**src/rtl/cpu_ctrl_pkg.sv**
```systemverilog
// Shared definitions for the CPU control sequencer: instruction field
// positions, opcode constants, state encoding and opcode classification.
package cpu_ctrl_pkg;

  // Instruction register field positions
  localparam int OPC_HI = 31;
  localparam int OPC_LO = 27;
  localparam int RA_HI  = 26;
  localparam int RA_LO  = 23;
  localparam int RB_HI  = 22;
  localparam int RB_LO  = 19;
  localparam int RC_HI  = 18;
  localparam int RC_LO  = 15;

  // Opcodes
  localparam logic [4:0] OP_LD   = 5'b00000;
  localparam logic [4:0] OP_ST   = 5'b00001;
  localparam logic [4:0] OP_AND  = 5'b00011;
  localparam logic [4:0] OP_OR   = 5'b00100;
  localparam logic [4:0] OP_ADD  = 5'b00101;
  localparam logic [4:0] OP_SUB  = 5'b00110;
  localparam logic [4:0] OP_SHR  = 5'b00111;
  localparam logic [4:0] OP_SHL  = 5'b01000;
  localparam logic [4:0] OP_ROR  = 5'b01001;
  localparam logic [4:0] OP_ROL  = 5'b01010;
  localparam logic [4:0] OP_SHRA = 5'b01011;
  localparam logic [4:0] OP_ADDI = 5'b01100;
  localparam logic [4:0] OP_ANDI = 5'b01101;
  localparam logic [4:0] OP_ORI  = 5'b01110;
  localparam logic [4:0] OP_MUL  = 5'b01111;
  localparam logic [4:0] OP_DIV  = 5'b10000;
  localparam logic [4:0] OP_NOP  = 5'b10001;
  localparam logic [4:0] OP_HALT = 5'b10010;

  localparam logic [4:0] ALU_NONE = 5'b00000;

  // Sequencer states
  typedef enum logic [3:0] {
    ST_RESET = 4'd0,
    ST_T0    = 4'd1,
    ST_T1    = 4'd2,
    ST_T2    = 4'd3,
    ST_T3    = 4'd4,
    ST_T4    = 4'd5,
    ST_T5    = 4'd6,
    ST_T6    = 4'd7,
    ST_T7    = 4'd8,
    ST_HALT  = 4'd9
  } state_t;

  // Execution flavour of an opcode; unknown codes fold into CLS_NOP
  typedef enum logic [2:0] {
    CLS_NOP    = 3'd0,
    CLS_REG    = 3'd1,
    CLS_IMM    = 3'd2,
    CLS_MULDIV = 3'd3,
    CLS_LD     = 3'd4,
    CLS_ST     = 3'd5,
    CLS_HALT   = 3'd6
  } op_class_t;

  // All single-bit datapath strobes, grouped so defaults are one assignment
  typedef struct packed {
    logic pc_out;
    logic pc_in;
    logic inc_pc;
    logic mar_in;
    logic mdr_in;
    logic mdr_out;
    logic read;
    logic write;
    logic ir_in;
    logic y_in;
    logic z_in;
    logic zlo_in;
    logic zhi_in;
    logic zlo_out;
    logic zhi_out;
    logic hi_in;
    logic lo_in;
    logic hi_out;
    logic lo_out;
    logic c_out;
  } strobe_t;

  function automatic op_class_t classify_op(input logic [4:0] op);
    op_class_t cls;
    cls = CLS_NOP;
    if (op == OP_LD) begin
      cls = CLS_LD;
    end else if (op == OP_ST) begin
      cls = CLS_ST;
    end else if (op >= OP_AND && op <= OP_SHRA) begin
      cls = CLS_REG;
    end else if (op >= OP_ADDI && op <= OP_ORI) begin
      cls = CLS_IMM;
    end else if (op == OP_MUL || op == OP_DIV) begin
      cls = CLS_MULDIV;
    end else if (op == OP_HALT) begin
      cls = CLS_HALT;
    end
    return cls;
  endfunction

  // Immediate forms reuse the ALU code of their register counterpart
  function automatic logic [4:0] imm_alu_op(input logic [4:0] op);
    logic [4:0] sel;
    sel = OP_ADD;
    if (op == OP_ANDI) begin
      sel = OP_AND;
    end else if (op == OP_ORI) begin
      sel = OP_OR;
    end
    return sel;
  endfunction

endpackage

```
**src/rtl/reg_select_decoder.sv**
```systemverilog
// 4-to-16 one-hot decoder for register file load/drive enables.
module reg_select_decoder (
  input  logic        en,
  input  logic [3:0]  sel,
  output logic [15:0] onehot
);

  // Single bit set at position sel when enabled, otherwise all zero
  always_comb begin
    onehot = '0;
    if (en) begin
      onehot[sel] = 1'b1;
    end
  end

endmodule

```
**src/rtl/control_sequencer.sv**
```systemverilog
// Hardwired control sequencer: fetch (T0-T2) followed by opcode-dependent
// execute steps (T3-T7). Outputs are a combinational decode of state and IR.
//
// Memory handshake: while Read or Write is high the access is outstanding;
// mem_ready high in that same cycle means the access completes on the next
// rising edge and the sequencer advances. With mem_ready low the sequencer
// holds its state and keeps the strobes asserted. mem_ready is ignored in
// every other state.
module control_sequencer
  import cpu_ctrl_pkg::*;
(
  input  logic        clk,
  input  logic        clr,
  input  logic [31:0] IR,
  input  logic        mem_ready,
  output logic [15:0] Rin,
  output logic [15:0] Rout,
  output logic        PCout,
  output logic        PCin,
  output logic        IncPC,
  output logic        MARin,
  output logic        MDRin,
  output logic        MDRout,
  output logic        Read,
  output logic        Write,
  output logic        IRin,
  output logic        Yin,
  output logic        Zin,
  output logic        ZLOin,
  output logic        ZHIin,
  output logic        ZLOout,
  output logic        ZHIout,
  output logic        HIin,
  output logic        Loin,
  output logic        HIout,
  output logic        Loout,
  output logic        Cout,
  output logic [4:0]  ALUSelection,
  output logic        Run,
  output logic [3:0]  dbg_state
);

  state_t     state_q;
  state_t     state_d;
  strobe_t    strb;
  logic       rin_en;
  logic [3:0] rin_sel;
  logic       rout_en;
  logic [3:0] rout_sel;
  logic [4:0] alu_sel;
  logic       run;

  logic [4:0] opcode;
  logic [3:0] ra;
  logic [3:0] rb;
  logic [3:0] rc;
  op_class_t  op_cls;
  logic       unused_ir;

  assign opcode    = IR[OPC_HI:OPC_LO];
  assign ra        = IR[RA_HI:RA_LO];
  assign rb        = IR[RB_HI:RB_LO];
  assign rc        = IR[RC_HI:RC_LO];
  assign op_cls    = classify_op(opcode);
  assign unused_ir = ^IR[RC_LO-1:0];

  // State register; clr wins over any pending memory handshake
  always_ff @(posedge clk) begin
    if (clr) begin
      state_q <= ST_RESET;
    end else begin
      state_q <= state_d;
    end
  end

  // Next-state and output decode
  always_comb begin
    state_d  = state_q;
    strb     = '0;
    rin_en   = 1'b0;
    rin_sel  = ra;
    rout_en  = 1'b0;
    rout_sel = ra;
    alu_sel  = ALU_NONE;
    run      = 1'b1;

    unique case (state_q)
      ST_RESET: begin
        state_d = ST_T0;
      end

      ST_T0: begin
        strb.pc_out = 1'b1;
        strb.mar_in = 1'b1;
        strb.inc_pc = 1'b1;
        strb.z_in   = 1'b1;
        strb.zlo_in = 1'b1;
        state_d     = ST_T1;
      end

      // Instruction read; incremented PC is committed only on completion
      ST_T1: begin
        strb.zlo_out = 1'b1;
        strb.read    = 1'b1;
        strb.mdr_in  = 1'b1;
        if (mem_ready) begin
          strb.pc_in = 1'b1;
          state_d    = ST_T2;
        end
      end

      ST_T2: begin
        strb.mdr_out = 1'b1;
        strb.ir_in   = 1'b1;
        state_d      = ST_T3;
      end

      ST_T3: begin
        case (op_cls)
          CLS_NOP: begin
            state_d = ST_T0;
          end
          CLS_HALT: begin
            state_d = ST_HALT;
          end
          CLS_MULDIV: begin
            rout_en   = 1'b1;
            rout_sel  = ra;
            strb.y_in = 1'b1;
            state_d   = ST_T4;
          end
          default: begin
            rout_en   = 1'b1;
            rout_sel  = rb;
            strb.y_in = 1'b1;
            state_d   = ST_T4;
          end
        endcase
      end

      ST_T4: begin
        state_d = ST_T5;
        case (op_cls)
          CLS_REG: begin
            rout_en     = 1'b1;
            rout_sel    = rc;
            alu_sel     = opcode;
            strb.z_in   = 1'b1;
            strb.zlo_in = 1'b1;
          end
          CLS_IMM: begin
            strb.c_out  = 1'b1;
            alu_sel     = imm_alu_op(opcode);
            strb.z_in   = 1'b1;
            strb.zlo_in = 1'b1;
          end
          CLS_MULDIV: begin
            rout_en     = 1'b1;
            rout_sel    = rb;
            alu_sel     = opcode;
            strb.z_in   = 1'b1;
            strb.zlo_in = 1'b1;
            strb.zhi_in = 1'b1;
          end
          CLS_LD, CLS_ST: begin
            strb.c_out  = 1'b1;
            alu_sel     = OP_ADD;
            strb.z_in   = 1'b1;
            strb.zlo_in = 1'b1;
          end
          default: begin
            state_d = ST_T0;
          end
        endcase
      end

      ST_T5: begin
        case (op_cls)
          CLS_REG, CLS_IMM: begin
            strb.zlo_out = 1'b1;
            rin_en       = 1'b1;
            rin_sel      = ra;
            state_d      = ST_T0;
          end
          CLS_MULDIV: begin
            strb.zlo_out = 1'b1;
            strb.lo_in   = 1'b1;
            state_d      = ST_T6;
          end
          CLS_LD, CLS_ST: begin
            strb.zlo_out = 1'b1;
            strb.mar_in  = 1'b1;
            state_d      = ST_T6;
          end
          default: begin
            state_d = ST_T0;
          end
        endcase
      end

      ST_T6: begin
        case (op_cls)
          CLS_MULDIV: begin
            strb.zhi_out = 1'b1;
            strb.hi_in   = 1'b1;
            state_d      = ST_T0;
          end
          CLS_LD: begin
            strb.read   = 1'b1;
            strb.mdr_in = 1'b1;
            if (mem_ready) begin
              state_d = ST_T7;
            end
          end
          CLS_ST: begin
            rout_en     = 1'b1;
            rout_sel    = ra;
            strb.mdr_in = 1'b1;
            state_d     = ST_T7;
          end
          default: begin
            state_d = ST_T0;
          end
        endcase
      end

      ST_T7: begin
        case (op_cls)
          CLS_LD: begin
            strb.mdr_out = 1'b1;
            rin_en       = 1'b1;
            rin_sel      = ra;
            state_d      = ST_T0;
          end
          CLS_ST: begin
            strb.write = 1'b1;
            if (mem_ready) begin
              state_d = ST_T0;
            end
          end
          default: begin
            state_d = ST_T0;
          end
        endcase
      end

      ST_HALT: begin
        run = 1'b0;
      end

      default: begin
        state_d = ST_RESET;
      end
    endcase
  end

  reg_select_decoder u_rin_dec (
    .en     (rin_en),
    .sel    (rin_sel),
    .onehot (Rin)
  );

  reg_select_decoder u_rout_dec (
    .en     (rout_en),
    .sel    (rout_sel),
    .onehot (Rout)
  );

  assign PCout        = strb.pc_out;
  assign PCin         = strb.pc_in;
  assign IncPC        = strb.inc_pc;
  assign MARin        = strb.mar_in;
  assign MDRin        = strb.mdr_in;
  assign MDRout       = strb.mdr_out;
  assign Read         = strb.read;
  assign Write        = strb.write;
  assign IRin         = strb.ir_in;
  assign Yin          = strb.y_in;
  assign Zin          = strb.z_in;
  assign ZLOin        = strb.zlo_in;
  assign ZHIin        = strb.zhi_in;
  assign ZLOout       = strb.zlo_out;
  assign ZHIout       = strb.zhi_out;
  assign HIin         = strb.hi_in;
  assign Loin         = strb.lo_in;
  assign HIout        = strb.hi_out;
  assign Loout        = strb.lo_out;
  assign Cout         = strb.c_out;
  assign ALUSelection = alu_sel;
  assign Run          = run;
  assign dbg_state    = state_q;

endmodule

```
**config.mk**
```make
export PLATFORM = sky130hd
export DESIGN_NAME = control_sequencer
export DESIGN_NICKNAME = d
export VERILOG_FILES = /design/src/rtl/cpu_ctrl_pkg.sv /design/src/rtl/reg_select_decoder.sv /design/src/rtl/control_sequencer.sv
export SDC_FILE = /design/constraint.sdc
export NUM_CORES = 1
export LEC_CHECK = 0
export CAP_MARGIN = 20
export CORE_MARGIN = 2
export CORE_UTILIZATION = 32
export DETAILED_ROUTE_END_ITERATION = 8
export MAX_ROUTING_LAYER = met4
export PLACE_DENSITY = 0.8
export SYNTH_ARGS = -nofsm -noshare
export SYNTH_HDL_FRONTEND = slang
export SYNTH_HIERARCHICAL = 1
export SYNTH_SLANG_ARGS = --single-unit
```
**constraint.sdc**
```tcl
create_clock -name clk -period 5.17 [get_ports clk]
set_clock_uncertainty 0.05 [all_clocks]
set_input_delay 1.2925 -clock clk [delete_from_list [all_inputs] [get_ports clk]]
set_output_delay 1.2925 -clock clk [all_outputs]
set_load 0.005 [all_outputs]
```
==> results of run 1 <==
per-stage QoR:
step | instances | setup WS (ns) | cell area, µm² | hold WS, ns
3_5_place_dp | 333 | -0.445 | 2080 | 0.619
3_3_place_gp | 333 | -0.384 | 2080 | 0.633
5_1_grt | 350 | -0.0813 | 2250 | 0.688
4_1_cts | 340 | 0.00312 | 2150 | 0.624
2_1_floorplan | 200 | 0.669 | 1140 | 0.635
6_report | 350 | 0.0560 | 2250 | 0.628
synthesized netlist by cell type (5+ instances only):
cell       n
o22ai_1    6
nor2_1    44
clkbuf_1   9
inv_1     11
o211ai_1   5
nor3_1    13
nand2_1   21
o21ai_0   11
nand3_1    6
buf_4      5
a21oi_1   11
nand2b_1   8
nand3b_1   5
routing by layer:
| metal | track usage, % | share of wire [%] | vias up |
|---|---|---|---|
| met5 | - | 0 | - |
| met4 | 4.08 | 0.54 | 0 |
| met3 | 2.68 | 8.6 | 4 |
| met2 | 37.5 | 49 | 78 |
| met1 | 28.4 | 42 | 806 |
| li1 | - | - | 918 |
path summary, 6_finish.rpt:
kind	cells past startpoint	from	endpoint
hold reg to reg	2	dbg_state[3]$_SDFFE_PP0P_	dbg_state[3]$_SDFFE_PP0P_
hold / removal	2	dbg_state[3]$_SDFFE_PP0P_	dbg_state[3]$_SDFFE_PP0P_
setup / recovery	10	IR[29]	Rout[14]
setup reg to reg	5	dbg_state[1]$_SDFFE_PP0P_	dbg_state[3]$_SDFFE_PP0P_
worst min-delay path: cells and delay by family, from the launching register on:
family	cells	cell delay (ns)
DFF	1	0.38
buffers and inverters	1	0.16
AOI/OAI and AO/OA	1	0.08
power groups by stage:
stage	registers (µW)	logic (µW)	clock network, µW
3_3_place_gp	50.5	149	0
5_1_grt	53.5	176	43.3
2_1_floorplan	40.6	82.7	0
4_1_cts	50.8	154	40.0
3_5_place_dp	50.6	150	0
6_report	51.1	162	40.4
what timing repair did:
| action | CTS | global route |
|---|---|---|
| pin swaps | 10 | 11 |
| setup endpoints to repair | 16 | 29 |
| buffers inserted | 4 | 10 |
| gates resized for setup | 22 | 20 |
| hold buffers | 0 | 0 |
layout make-up:
type | count | area (µm²) | area share (%)
Tap cell | 46 | 57.6 | 2.56
Timing Repair Buffer | 116 | 1070 | 47.3
Inverter | 12 | 45.0 | 2.00
Sequential cell | 4 | 80.1 | 3.56
Clock buffer | 3 | 22.5 | 1.00
Multi-Input combinational cell | 169 | 981 | 43.6
kinds of logic after synthesis:
| logic type | synth area share [%] |
|---|---|
| AND/OR/NAND/NOR | 51.0 |
| other | 0.330 |
| XOR/XNOR | 0.770 |
| AO/OA/AOI/OAI | 28.6 |
| multiplexers | 0.990 |
| flip-flops | 7.04 |
| buffers and inverters | 11.2 |
==> results.yml, run 1 <==
cells_and_area:
  diodes: 0
  largest_reg_flops: 4
  final_cell_mix: "clkdlybuf4s50_1 (59), nor2_1 (44), buf_4 (36)"
  nNetsFinal: 341
  area_growth_pct: 98.0
  nFillCells: 310
  final_core_util_pct: 67.0
  layout-drive-gt1-share_pct: 19.4
  layout_commonest_cell: "clkdlybuf4s50_1"
power_and_ir_drop:
  p_sw_share_pct: 41.3
  p_total_uw: 253
  power_density_nw_per_um2: 112
  p_clk_share_pct: 16.0
  p_sw_uw: 105
  p_comb_share_pct: 63.9
  cellLeakagePower_uw: 0.00101
  power_frac_seq_pct: 20.2
  p_int_uw: 148
  ir_worst_vdd_mv: 0.144
die:
  die_area_um2: 4050
  core_area_um2: 3360
  initial_utilization_pct: 33.8
  ios: 97
  die_h_um: 63.6
  num_rows: 21
  die_w_um: 63.6
cts:
  h-tree-depth: 1
  cts_buffer_depth: 2
  cts.sink_count: 4
  cts_buffers: 3
  clk_latency_ns: 0.24
  clk_pin_slew_ns: 0.04
  clockRootBuffer: "clkbuf_4"
  cts_tree: "done"
setup_path:
  cp-end-kind: "primary output"
  criticalPathCategory: "input port to primary output"
  cp.arrival_ns: 3.77
  path_buf_inv: 3
  critPathMaxStageDelay_ns: 0.57
  critPathMaxFanout: 4
  path_delay_family: "simple AND/OR/NAND/NOR gates"
  start_kind: "input port"
  cp.required_ns: 3.83
  worst_path_most_repeated_cell: "nor2_1"
  crit_chain: "dlygate4sd2_1 -> or4b_4 -> o22ai_1 -> a22oi_1 -> nor2_1 -> buf_4 -> o211ai_1 -> nand2b_1 -> nor2_1 -> clkdlybuf4s50_1"
  rrSetupSlack_ns: 3.34
  crit_path_top_delay_cell: "or4b_4"
sta:
  hold_viol: 0
  tightestPinTransition_ns: 0.549
  post-route-period-util_pct: 98.9
  fin_setup_tns_ns: 0
  max_freq_mhz: 196
  finalMaxSlewViolations: 0
  fin_crit_ns: 5.11
  rsz0062_at_grt: "true"
  slew_headroom_pct: 63.3
  finalSetupViolations: 0
grt:
  grt_max_degree: 18
  grt_pass1_wl_um: 7280
  antenna_found_initial: 0
  first_global_vias: 1595
  overflow: 0
  grt_usage_pct: 22.1
logic_synthesis:
  yosysUniqueCellTypes: 45
  synth.top_cell.area_share_pct: 14.5
  synth-edff-count: 0
  synth-async-reset-ratio_pct: 0
  synth_ff_type: "dfxtp_1"
  yosysSeqAreaShare_pct: 7.04
  synth-seq-cells: 4
  synthesis.instances: 199
  synth_area_leaders: "nor2_1 (15%), dfxtp_1 (7.0%), nand2_1 (6.9%)"
  synthesis.area_um2: 1140
  yosysTopAreaCell: "nor2_1"
  synth.avg_cell_area_um2: 5.72
  ys.warnings.count: 6
placement:
  dp_hpwl_um: 3520
  port_buffers: 79
  gp_congestion: 0.968
routing:
  wl_per_cell_um: 13.1
  drtIter0Drc: 73
  drc_errors: 0
  wl_um: 4600
  viasPerCell: 5.16
  antenna_left: 0
  dr.pass1.iters: 4
  vias: 1806
flow_run:
  maxCapViolations: 0
outcome:
  status: "finished, final reports clean"
hold_path:
  hp-class: "register to register"
No activity file was read; power rests on OpenSTA's default activity.
==> run 2, diff against run 1 <==
--- a/config.mk
+++ b/config.mk
@@ -6,11 +6,14 @@
 export NUM_CORES = 1
 export LEC_CHECK = 0
 export CAP_MARGIN = 20
+export CELL_PAD_IN_SITES_DETAIL_PLACEMENT = 1
+export CELL_PAD_IN_SITES_GLOBAL_PLACEMENT = 2
 export CORE_MARGIN = 2
-export CORE_UTILIZATION = 32
+export CORE_UTILIZATION = 15
+export CTS_BUF_LIST = sky130_fd_sc_hd__clkbuf_4
 export DETAILED_ROUTE_END_ITERATION = 8
 export MAX_ROUTING_LAYER = met4
-export PLACE_DENSITY = 0.8
+export PLACE_DENSITY = 0.85
 export SYNTH_ARGS = -nofsm -noshare
 export SYNTH_HDL_FRONTEND = slang
 export SYNTH_HIERARCHICAL = 1
==> constraint.sdc (replaced) <==
create_clock -name clk -period 6 [get_ports clk]
set_clock_uncertainty 0.05 [all_clocks]
set_input_delay 1.5 -clock clk [delete_from_list [all_inputs] [get_ports clk]]
set_output_delay 1.5 -clock clk [all_outputs]
set_load 0.005 [all_outputs]
==> results.yml, run 2 (synthesis gave the netlist of run 1 again) <==
power_and_ir_drop:
  ir_worst_vdd_mv: 0.0563
  power_density_nw_per_um2: 99.3
  p_total_uw: 218
  cellLeakagePower_uw: 0.000829
grt:
  grt_usage_pct: 12.8
  first_global_vias: 1757
  antenna_found_initial: 0
  grt_pass1_wl_um: 8750
  overflow: 0
  grt_max_degree: 18
routing:
  wl_per_cell_um: 13.8
  antenna_left: 0
  drc_errors: 0
  wl_um: 5310
  drtIter0Drc: 60
  vias: 1770
  dr.pass1.iters: 4
  viasPerCell: 4.60
cells_and_area:
  final_cell_mix: "clkdlybuf4s50_1 (73), nor2_1 (44), nand2_1 (21)"
  nFillCells: 941
  largest_reg_flops: 4
  multi_input_area_um2: 973
  area_growth_pct: 92.8
  regArea_um2: 80.1
  diodes: 0
  layout_commonest_cell: "clkdlybuf4s50_1"
  final_cell_area_um2: 2190
  nNetsFinal: 323
  layout-drive-gt1-share_pct: 12.9
cts:
  cts_buffer_depth: 2
  clk_latency_ns: 0.25
  cts_buffers: 3
  holdBufCountCts: 0
  clockRootBuffer: "clkbuf_4"
  clk_pin_slew_ns: 0.04
  h-tree-depth: 1
  cts.sink_count: 4
  cts_tree: "done"
placement:
  dp_hpwl_um: 4420
  gp_congestion: 0.773
  dpl-instance-area_um2: 2110
  port_buffers: 79
flow_run:
  maxCapViolations: 0
sta:
  fin_crit_ns: 5.87
  rsz0062_at_grt: "true"
  tightestPinTransition_ns: 0.594
  slew_headroom_pct: 60.1
  finalSetupViolations: 0
  max_freq_mhz: 170
  finalMaxSlewViolations: 0
  hold_viol: 0
  post-route-period-util_pct: 97.9
die:
  initial_utilization_pct: 15.6
  die_w_um: 91.1
  die_area_um2: 8290
  die_h_um: 91.1
  ios: 97
  core_area_um2: 7290
  num_rows: 31
setup_path:
  cp.arrival_ns: 4.32
  criticalPathCategory: "input port to primary output"
  critPathMaxFanout: 4
  cp.required_ns: 4.45
  rrSetupSlack_ns: 4.12
  r2r.worst_path.cells: 4
  cp-end-kind: "primary output"
  start_kind: "input port"
hold_path:
  hold_path_depth: 2
  hp-class: "register to register"
outcome:
  status: "finished, final reports clean"
run 2: cell types whose count changed in the layout (fill, tap and decap cells not counted), moves of 3 or more:
cell,before,now
buf_4,36,19
clkbuf_2,3,0
clkdlybuf4s50_1,59,73
dlygate4sd2_1,7,0
dlymetal6s2s_1,9,6
run 2: stage by stage:
step	hold WS, ns	utilization [%]	setup TNS [ns]	cells	setup slack [ns]
3_5_place_dp	0.634	28.9	-0.289	381	-0.0620
6_report	0.640	30.1	0	385	0.127
4_1_cts	0.640	29.4	0	384	0.00654
5_1_grt	0.675	30.1	-0.0284	385	-0.0284
2_1_floorplan	0.635	-	0	200	1.08
3_3_place_gp	0.631	28.9	0	381	0.0152
run 2: per-layer routing:
layer	GRT usage, %	wire [µm]
met1	17.6	2570
met5	-	0
met2	20.8	2510
met3	1.33	206
met4	2.02	25
run 2: report_power, final:
group	switching (µW)	total (µW)	internal, µW
clock	14.3	36.9	22.6
combinational	65.7	137	71.1
sequential	13.8	44.2	30.4
run 2: final timing paths:
check                       startpoint                   endpoint
min          dbg_state[3]$_SDFFE_PP0P_  dbg_state[0]$_SDFFE_PP0P_
min reg2reg  dbg_state[3]$_SDFFE_PP0P_  dbg_state[0]$_SDFFE_PP0P_
max reg2reg  dbg_state[1]$_SDFFE_PP0P_  dbg_state[3]$_SDFFE_PP0P_
max                             IR[31]                    Rout[0]
run 2: what timing repair did:
item | 4_1_cts | 5_1_grt
buffers inserted | 0 | 1
resized for setup | 3 | 13
setup endpoints to repair | 12 | 16
pin swaps | 1 | 6
run 2: area by class of cell:
class                      count  share of cell area, %
clock buffer                   3                   1.03
inverter                      12                   2.05
multi-input combinational    169                   44.4
sequential                     4                   3.65
tap                           99                   5.65
timing repair buffer          98                   43.2
run 2: worst max-delay path, cell delays in order:
cell and delay [ns]:
clkdlybuf4s50_1 0.47, or4b_4 0.50, o22a_1 0.25, nor4b_2 0.19, o21ai_1 0.15, o211ai_1 0.17, or3b_4 0.46, nor3_2 0.11
clkdlybuf4s50_1 0.52
